[src/rtl/axil_reg_slave_if.sv]
// AXI4-Lite bus bundle between a master and the axil_reg_slave register file.
// Holds the five channels (AW, W, B, AR, R); clock and reset stay outside.
interface axil_reg_slave_if #(
  parameter int ADDR_WIDTH = 32,
  parameter int DATA_WIDTH = 32
);

  // Write address channel
  logic                  AWVALID;
  logic                  AWREADY;
  logic [ADDR_WIDTH-1:0] AWADDR;

  // Write data channel
  logic                  WVALID;
  logic                  WREADY;
  logic [DATA_WIDTH-1:0] WDATA;

  // Write response channel
  logic                  BVALID;
  logic                  BREADY;
  logic [1:0]            BRESP;

  // Read address channel
  logic                  ARVALID;
  logic                  ARREADY;
  logic [ADDR_WIDTH-1:0] ARADDR;

  // Read data channel
  logic                  RVALID;
  logic                  RREADY;
  logic [DATA_WIDTH-1:0] RDATA;
  logic [1:0]            RRESP;

  // Bus master view: drives requests and response-ready
  modport master (
    output AWVALID, AWADDR, WVALID, WDATA, BREADY, ARVALID, ARADDR, RREADY,
    input  AWREADY, WREADY, BVALID, BRESP, ARREADY, RVALID, RDATA, RRESP
  );

  // Register-file view: accepts requests and drives responses
  modport slave (
    input  AWVALID, AWADDR, WVALID, WDATA, BREADY, ARVALID, ARADDR, RREADY,
    output AWREADY, WREADY, BVALID, BRESP, ARREADY, RVALID, RDATA, RRESP
  );

endinterface

[src/rtl/axil_reg_slave.sv]
// AXI4-Lite slave register file.
// NUM_REGS word registers; register 0 is a read-only ID constant. Word-aligned
// decode (low two address bits ignored), OKAY/SLVERR/DECERR responses, and the
// full register contents driven out flat on regs_o for SoC control fan-out.
// AW and W each have a one-entry holding register so either may arrive first;
// a write commits once both are held and no write response is outstanding.
// Every bus output comes straight from a flop: no combinational in-to-out path.
module axil_reg_slave #(
  parameter int                    ADDR_WIDTH = 32,
  parameter int                    DATA_WIDTH = 32,
  parameter int                    NUM_REGS   = 8,
  parameter logic [DATA_WIDTH-1:0] ID_VALUE   = 32'hA5A5_0001
) (
  input  logic                           ACLK,
  input  logic                           ARESETN,
  axil_reg_slave_if.slave                bus,
  output logic [NUM_REGS*DATA_WIDTH-1:0] regs_o
);

  localparam int         IDX_W       = ADDR_WIDTH - 2;
  localparam logic [1:0] RESP_OKAY   = 2'b00;
  localparam logic [1:0] RESP_SLVERR = 2'b10;
  localparam logic [1:0] RESP_DECERR = 2'b11;

  // Write holding registers
  logic                  aw_full_q, aw_full_d;
  logic [IDX_W-1:0]      aw_idx_q,  aw_idx_d;
  logic                  w_full_q,  w_full_d;
  logic [DATA_WIDTH-1:0] w_data_q,  w_data_d;

  // Write response
  logic                  bvalid_q, bvalid_d;
  logic [1:0]            bresp_q,  bresp_d;

  // Read response
  logic                  rvalid_q, rvalid_d;
  logic [1:0]            rresp_q,  rresp_d;
  logic [DATA_WIDTH-1:0] rdata_q,  rdata_d;

  // Writable registers; slot 0 is the ID constant and has no storage
  logic [DATA_WIDTH-1:0] regs_q [1:NUM_REGS-1];
  logic [DATA_WIDTH-1:0] regs_d [1:NUM_REGS-1];

  // Handshake and commit qualifiers
  logic             aw_hs;
  logic             w_hs;
  logic             ar_hs;
  logic             commit;
  logic [IDX_W-1:0] ar_idx;

  // Byte-lane bits of both addresses carry no meaning in a word register file
  logic unused_addr_bits;
  assign unused_addr_bits = ^{bus.AWADDR[1:0], bus.ARADDR[1:0]};

  assign aw_hs  = bus.AWVALID & ~aw_full_q;
  assign w_hs   = bus.WVALID  & ~w_full_q;
  assign ar_hs  = bus.ARVALID & ~rvalid_q;
  assign commit = aw_full_q & w_full_q & ~bvalid_q;
  assign ar_idx = bus.ARADDR[ADDR_WIDTH-1:2];

  assign bus.AWREADY = ~aw_full_q;
  assign bus.WREADY  = ~w_full_q;
  assign bus.BVALID  = bvalid_q;
  assign bus.BRESP   = bresp_q;
  assign bus.ARREADY = ~rvalid_q;
  assign bus.RVALID  = rvalid_q;
  assign bus.RDATA   = rdata_q;
  assign bus.RRESP   = rresp_q;

  // Capture AW and W independently; a commit frees both holding slots at once
  always_comb begin
    aw_full_d = aw_full_q;
    aw_idx_d  = aw_idx_q;
    w_full_d  = w_full_q;
    w_data_d  = w_data_q;
    if (commit) begin
      aw_full_d = 1'b0;
      w_full_d  = 1'b0;
    end
    if (aw_hs) begin
      aw_full_d = 1'b1;
      aw_idx_d  = bus.AWADDR[ADDR_WIDTH-1:2];
    end
    if (w_hs) begin
      w_full_d = 1'b1;
      w_data_d = bus.WDATA;
    end
  end

  // Commit the held write into the register array and raise the B response
  always_comb begin
    regs_d   = regs_q;
    bvalid_d = bvalid_q;
    bresp_d  = bresp_q;
    if (commit) begin
      bvalid_d = 1'b1;
      if (aw_idx_q >= IDX_W'(NUM_REGS)) begin
        bresp_d = RESP_DECERR;
      end else if (aw_idx_q == '0) begin
        bresp_d = RESP_SLVERR;
      end else begin
        bresp_d = RESP_OKAY;
        for (int i = 1; i < NUM_REGS; i++) begin
          if (aw_idx_q == IDX_W'(i)) begin
            regs_d[i] = w_data_q;
          end
        end
      end
    end else if (bvalid_q && bus.BREADY) begin
      bvalid_d = 1'b0;
    end
  end

  // Load read data from the current (pre-commit) register values on AR accept
  always_comb begin
    rvalid_d = rvalid_q;
    rdata_d  = rdata_q;
    rresp_d  = rresp_q;
    if (ar_hs) begin
      rvalid_d = 1'b1;
      if (ar_idx >= IDX_W'(NUM_REGS)) begin
        rdata_d = '0;
        rresp_d = RESP_DECERR;
      end else begin
        rresp_d = RESP_OKAY;
        rdata_d = ID_VALUE;
        for (int i = 1; i < NUM_REGS; i++) begin
          if (ar_idx == IDX_W'(i)) begin
            rdata_d = regs_q[i];
          end
        end
      end
    end else if (rvalid_q && bus.RREADY) begin
      rvalid_d = 1'b0;
    end
  end

  // State registers; reset discards any held or pending transaction
  always_ff @(posedge ACLK) begin
    if (!ARESETN) begin
      aw_full_q <= 1'b0;
      aw_idx_q  <= '0;
      w_full_q  <= 1'b0;
      w_data_q  <= '0;
      bvalid_q  <= 1'b0;
      bresp_q   <= '0;
      rvalid_q  <= 1'b0;
      rresp_q   <= '0;
      rdata_q   <= '0;
      for (int i = 1; i < NUM_REGS; i++) begin
        regs_q[i] <= '0;
      end
    end else begin
      aw_full_q <= aw_full_d;
      aw_idx_q  <= aw_idx_d;
      w_full_q  <= w_full_d;
      w_data_q  <= w_data_d;
      bvalid_q  <= bvalid_d;
      bresp_q   <= bresp_d;
      rvalid_q  <= rvalid_d;
      rresp_q   <= rresp_d;
      rdata_q   <= rdata_d;
      regs_q    <= regs_d;
    end
  end

  // Flatten the register file for control fan-out, ID constant in slot 0
  always_comb begin
    regs_o                 = '0;
    regs_o[DATA_WIDTH-1:0] = ID_VALUE;
    for (int i = 1; i < NUM_REGS; i++) begin
      regs_o[i*DATA_WIDTH +: DATA_WIDTH] = regs_q[i];
    end
  end

endmodule

[src/flat_wrapper.sv]
// flat-port wrapper written by rule: the top's interface ports become plain ports
module axil_reg_slave_flat 
#(
  parameter int                    ADDR_WIDTH = 32,
  parameter int                    DATA_WIDTH = 32,
  parameter int                    NUM_REGS   = 8,
  parameter logic [DATA_WIDTH-1:0] ID_VALUE   = 32'hA5A5_0001
)
  (ACLK, ARESETN, regs_o, bus_AWVALID, bus_AWADDR, bus_WVALID, bus_WDATA, bus_BREADY, bus_ARVALID, bus_ARADDR, bus_RREADY, bus_AWREADY, bus_WREADY, bus_BVALID, bus_BRESP, bus_ARREADY, bus_RVALID, bus_RDATA, bus_RRESP);
  axil_reg_slave_if #(.ADDR_WIDTH(ADDR_WIDTH), .DATA_WIDTH(DATA_WIDTH)) bus_i ();
  input  logic ACLK;
  input  logic ARESETN;
  output logic [NUM_REGS*DATA_WIDTH-1:0] regs_o;
  input wire logic [$bits(bus_i.AWVALID)-1:0] bus_AWVALID;
  input wire logic [$bits(bus_i.AWADDR)-1:0] bus_AWADDR;
  input wire logic [$bits(bus_i.WVALID)-1:0] bus_WVALID;
  input wire logic [$bits(bus_i.WDATA)-1:0] bus_WDATA;
  input wire logic [$bits(bus_i.BREADY)-1:0] bus_BREADY;
  input wire logic [$bits(bus_i.ARVALID)-1:0] bus_ARVALID;
  input wire logic [$bits(bus_i.ARADDR)-1:0] bus_ARADDR;
  input wire logic [$bits(bus_i.RREADY)-1:0] bus_RREADY;
  output wire logic [$bits(bus_i.AWREADY)-1:0] bus_AWREADY;
  output wire logic [$bits(bus_i.WREADY)-1:0] bus_WREADY;
  output wire logic [$bits(bus_i.BVALID)-1:0] bus_BVALID;
  output wire logic [$bits(bus_i.BRESP)-1:0] bus_BRESP;
  output wire logic [$bits(bus_i.ARREADY)-1:0] bus_ARREADY;
  output wire logic [$bits(bus_i.RVALID)-1:0] bus_RVALID;
  output wire logic [$bits(bus_i.RDATA)-1:0] bus_RDATA;
  output wire logic [$bits(bus_i.RRESP)-1:0] bus_RRESP;
  assign bus_i.AWVALID = bus_AWVALID;
  assign bus_i.AWADDR = bus_AWADDR;
  assign bus_i.WVALID = bus_WVALID;
  assign bus_i.WDATA = bus_WDATA;
  assign bus_i.BREADY = bus_BREADY;
  assign bus_i.ARVALID = bus_ARVALID;
  assign bus_i.ARADDR = bus_ARADDR;
  assign bus_i.RREADY = bus_RREADY;
  assign bus_AWREADY = bus_i.AWREADY;
  assign bus_WREADY = bus_i.WREADY;
  assign bus_BVALID = bus_i.BVALID;
  assign bus_BRESP = bus_i.BRESP;
  assign bus_ARREADY = bus_i.ARREADY;
  assign bus_RVALID = bus_i.RVALID;
  assign bus_RDATA = bus_i.RDATA;
  assign bus_RRESP = bus_i.RRESP;
  axil_reg_slave #(.ADDR_WIDTH(ADDR_WIDTH), .DATA_WIDTH(DATA_WIDTH), .NUM_REGS(NUM_REGS), .ID_VALUE(ID_VALUE)) u_core (.ACLK(ACLK), .ARESETN(ARESETN), .bus(bus_i), .regs_o(regs_o));
endmodule
[config.mk]
export PLATFORM = sky130hd
export DESIGN_NAME = axil_reg_slave_flat
export DESIGN_NICKNAME = d
export VERILOG_FILES = /design/src/rtl/axil_reg_slave_if.sv /design/src/rtl/axil_reg_slave.sv /design/src/flat_wrapper.sv
export SDC_FILE = /design/constraint.sdc
export NUM_CORES = 1
export LEC_CHECK = 0
export BUFFER_PORTS_ARGS = -buffer_cell sky130_fd_sc_hd__buf_4
export CAP_MARGIN = 20
export CORE_MARGIN = 2
export CORE_UTILIZATION = 35
export CTS_BUF_LIST = sky130_fd_sc_hd__clkbuf_16
export DETAILED_ROUTE_END_ITERATION = 8
export GPL_TIMING_DRIVEN = 0
export HOLD_SLACK_MARGIN = 0.08
export SYNTH_ARGS = -nofsm -noshare
export SYNTH_HDL_FRONTEND = slang
export SYNTH_SLANG_ARGS = --single-unit
[constraint.sdc]
create_clock -name ACLK -period 4.72 [get_ports ACLK]
set_input_delay 0.944 -clock ACLK [delete_from_list [all_inputs] [get_ports ACLK]]
set_output_delay 0.944 -clock ACLK [all_outputs]
set_load 0.005 [all_outputs]
**After elaboration in Yosys (flattened, before gate mapping)**

Index checks and enable logic that the tools add are counted.
W data, S select, Z words.

- Register bits: 326
- Input bits: 103
- Output and inout bits: 297
- Logic and storage cells: 75

- Magnitude comparators: 2
- Equality and inequality tests: 14
- Mux-type cells: 18
- Bitwise gates (word level): 11
- Reduce and logical (&&, ||, !) cells: 14

Operators by type and width:

| operator | count |
|---|---|
| $mux W32 | 8 |
| $eq A30 B3 Y1 const B | 8 |
| $eq A30 B2 Y1 const B | 4 |
| $eq A30 B1 Y1 const B | 2 |
| $ge A30 B4 Y1 const B | 2 |
| $logic_not A30 Y1 | 1 |
| $reduce_and A4 Y1 | 7 |
| $reduce_bool A2 Y1 | 4 |
| $mux W1 | 7 |
| $mux W2 | 3 |
| $not A1 Y1 | 6 |
| $and A1 B1 Y1 | 5 |
| $logic_and A1 B1 Y1 | 2 |

**Depth between registers and ports, before layout**

- Depth in word-level cells: 9
- Depth in mapped cells: 8
- Mapped depth without buffers: 5

**Worst setup path after synthesis**

OpenSTA, ideal clock, no wires.

- Kind: input-to-reg
- Start: in bus_ARADDR[24]
- End: reg u_core.rdata_q[3], in the netlist u_core.bus.RDATA[3]
- Library setup time: 0.086 ns
- Arrival time: 2.334 ns
- Required time: 4.634 ns
- Path slack: 2.301 ns
- Stages on the path: 6
- Buffers on the path: 1
- Cells stage by stage: nor4_1 > nand3_1 > or3_1 > buf_2 > o311a_1 > a211oi_1

- Word-level cells in the longest chain between the ends: 9
- Elaborated cells on any way between the ends: 16
- Those cells by class: 1 x order compare; 7 x eq/ne; 8 x mux

RTL lines:

| item | RTL line | text |
|---|---|---|
| start: declaration | flat_wrapper.sv:20 | `input wire logic [$bits(bus_i.ARADDR)-1:0] bus_ARADDR;` |
| $eq A30 B1 Y1 | axil_reg_slave.sv:128 | `if (ar_idx == IDX_W'(i)) begin` |
| $mux W32 (7 in a row) | axil_reg_slave.sv:128 |  |
| $mux W32 (*) | axil_reg_slave.sv:121 | `if (ar_idx >= IDX_W'(NUM_REGS)) begin` |
| end signal: assignment | axil_reg_slave.sv:162 | `rdata_q <= rdata_d;` |
| end: declaration | axil_reg_slave.sv:38 | `logic [DATA_WIDTH-1:0] rdata_q, rdata_d;` |

Every way passes the cells marked *; elsewhere a longest branch is shown, timed or not.
A chain may end at the register's enable or synchronous reset.

==> impl_metrics.py <==
metrics = {
    "setup_path": {
        "critPathKind": "input pin to flip-flop",
        "r2r-end": "u_core.regs_o[91]",
        "cp-endpoint": "u_core.bus.RDATA[11]",
        "path_max_fanout": 10,
        "reg2reg_slack_ns": 2.23,
        "end_kind": "flip-flop",
        "r2r_cells": 6,
        "startpoint_type": "input pin",
        "required_ns": 5.16,
        "r2r_start": "u_core.aw_idx_q[8]",
        "crit_arrival_ns": 3.41,
        "startpoint": "ARESETN",
    },
    "global_routing": {
        "grt_pass1_vias": 13000,
        "grt_max_degree": 14,
        "antenna_found_initial": 1,
        "grt_usage_pct": 27.45,
        "grt_remaining_overflow": 0,
        "grt_use_met1_pct": 34.11,
        "use_met3_pct": 7.578,
        "grt_first_pass_wirelength_mm": 83.41,
        "grt.busiest_layer": "met2",
        "met2_usage_pct": 45.31,
    },
    "drt": {
        "post_drt_wl_per_cell_microns": 22.60,
        "drt-pass1-iter-count": 5,
        "vias": 13150,
        "drt-initial-drc-count": 838,
        "antenna_left": 0,
        "drc": 0,
        "wl_mm": 57.69,
        "vias_per_cell": 5.151,
    },
    "yosys": {
        "synth_flop_cell": "dfxtp_1",
        "async_flop_share_pct": 0,
        "avgSynthCellArea_sq_um": 8.698,
        "synth-seq-area-share_pct": 47.34,
        "synth-edff-count": 0,
        "yosysUniqueCellTypes": 42,
        "ys_seq_elements": 325,
        "synthCells": 1580,
        "synthesis.area_sq_um": 13740,
        "yosysWarningCount": 0,
    },
    "clock_tree": {
        "post_cts_buffers": 0,
        "clock_sink_count": 325,
        "numCtsBuffers": 36,
        "cts_max_level": 2,
        "postCtsHoldBufs": 0,
        "clk_path_buf_depth": 3,
        "cts.repair.resized": 0,
        "insertion_delay_ns": 0.53,
        "cts_tree": "done",
        "root_buffer": "clkbuf_16",
        "clk_pin_slew_ns": 0.06,
    },
    "pwr": {
        "power_mw": 5.924,
        "power.density_nw_per_um2": 323.8,
        "leakage_nw": 8.658,
        "ir_drop_v": 0.0002144,
    },
    "sta": {
        "setup_tns_ns": 0,
        "period_minus_slack_ns": 2.971,
        "rsz0062_at_grt": "no",
        "skew_ns": 0.008133,
        "worst_pin_slew_ns": 0.9746,
        "finalSetupViolations": 0,
        "maxSlewHeadroom_pct": 35.03,
        "maxSlewViolCount": 0,
        "max_freq_mhz": 336.6,
        "finalCritPeriodShare_pct": 62.94,
        "hold_viol_final": 0,
    },
    "die": {
        "io_pins": 400,
        "dieArea_sq_um": 40870,
        "rows": 72,
        "core_sq_um": 38740,
        "fp.dieH_microns": 202.2,
        "die_width_microns": 202.2,
        "start_util_pct": 35.48,
    },
    "final_layout": {
        "layout.nets": 2113,
        "filler_cell_count": 3856,
        "drive_above_1_share_pct": 23.66,
        "seq_area_sq_um": 6506,
        "flow.area_growth_from_synthesis_pct": 33.15,
        "multiInputGateArea_sq_um": 6550,
        "design_area_sq_um": 18300,
    },
    "run": {
        "max_cap_violations": 0,
    },
    "place": {
        "hpwl_mm": 43.58,
        "port_buffers": 362,
        "place_congestion": 0.8817,
        "placed_cell_area_sq_um": 17220,
    },
    "outcome": {
        "status": "completed",
    },
    "min_path": {
        "hold_path_class": "flip-flop to flip-flop",
    },
}
-- critical path: stages --
cell and delay [ns]:
clkbuf_1 0.46, clkinv_1 0.43, a21oi_1 0.76, clkbuf_1 0.59, nand2_1 0.12, o31ai_1 0.09
-- placed cells by master (no fill, tap or decap), types with 3 or more instances in the layout --
cell type / instances
nand2_1: 456
buf_4: 398
dfxtp_1: 325
mux2i_1: 226
a21oi_1: 106
clkbuf_1: 87
clkbuf_16: 37
nor2_1: 34
conb_1: 32
o21ai_0: 31
o31ai_1: 30
nand2b_1: 29
nand3_1: 26
inv_1: 25
o22ai_1: 24
buf_2: 23
a31oi_1: 23
a22oi_1: 22
o221ai_1: 16
nor4_1: 10
a211o_1: 9
mux2_2: 9
clkinv_1: 8
nor3_1: 6
nor2b_1: 6
buf_1: 6
clkinv_2: 5
nor3b_1: 3
-- kinds of logic after synthesis --
logic type / count (synthesis) / share of synthesized area, %
AND/OR/NAND/NOR: 581 / 17.58
buffers and inverters: 169 / 5.817
AO/OA/AOI/OAI: 268 / 12.01
multiplexers: 235 / 17.20
flip-flops: 325 / 47.34
other: 2 / 0.05465
-- synth_stat cells (10+ instances only) --
master,number,area [sq um]
a21oi_1,106,530.5
nand2_1,456,1712
clkbuf_1,87,326.6
nor2_1,34,127.6
o31ai_1,30,225.2
nand2b_1,29,181.4
o21ai_0,31,155.2
mux2i_1,226,2262
o22ai_1,24,150.1
a31oi_1,23,143.9
dfxtp_1,325,6506
o221ai_1,16,140.1
buf_4,36,270.3
buf_2,23,115.1
nand3_1,26,130.1
a22oi_1,22,165.2
nor4_1,10,62.56
inv_1,15,56.30
-- worst min path at each step --
| stage | slack [ns] | to | from | cells after the start |
|---|---|---|---|---|
| 2_1_floorplan | 0.44 | u_core.aw_idx_q[27] | u_core.aw_idx_q[27] | 2 |
| 3_3_place_gp | 0.44 | u_core.bus.RDATA[2] | u_core.bus.RDATA[2] | 2 |
| 3_5_place_dp | 0.44 | u_core.bus.RDATA[19] | u_core.bus.RDATA[19] | 2 |
| 4_1_cts | 0.45 | u_core.w_data_q[13] | u_core.w_data_q[13] | 2 |
| 5_1_grt | 0.47 | u_core.w_data_q[9] | u_core.w_data_q[9] | 2 |
| 6_report | 0.45 | u_core.bus.RDATA[19] | u_core.bus.RDATA[19] | 2 |
-- final cells by class --
type | count | area share, %
Antenna cell | 1 | 0.01368
Inverter | 16 | 0.3282
Clock buffer | 37 | 5.060
Sequential cell | 325 | 35.56
Tap cell | 518 | 3.542
Multi-Input combinational cell | 1116 | 35.79
Buffer | 153 | 4.041
Clock inverter | 24 | 0.8137
Timing Repair Buffer | 362 | 14.85
-- through the flow --
stage	utilization [%]	hold WS (ns)	setup slack (ns)	instances
floorplan	-	0.4360	2.301	1610
global placement	44.46	0.4387	1.150	2490
detailed placement	44.46	0.4443	1.221	2490
CTS	47.23	0.4547	1.763	2551
global route	47.23	0.4728	1.636	2551
finish	47.24	0.4536	1.749	2552
-- registers in the layout, indices dropped and copies added, names as in the netlist --
name and count:
u_core.regs_o 224, u_core.bus.RVALID 1, u_core.w_full_q 1, u_core.bus.BRESP 2
u_core.bus.RDATA 32, u_core.aw_full_q 1, u_core.w_data_q 32, u_core.aw_idx_q 30
u_core.bus.BVALID 1, u_core.bus.RRESP 1
-- layer usage --
layer	part of all wire, %	up-vias	wire [microns]
met5	0	-	0
met4	3.3	0	1907
met3	8.8	101	5078
met2	47	572	26830
met1	41	6262	23870
li1	-	6210	-
-- power breakdown --
| group | total [mW] | internal, mW | switching (mW) |
|---|---|---|---|
| Sequential | 2.80 | 2.78 | 0.0238 |
| Clock | 2.66 | 1.52 | 1.14 |
| Combinational | 0.466 | 0.156 | 0.310 |
(Power assumes the default switching activity.)
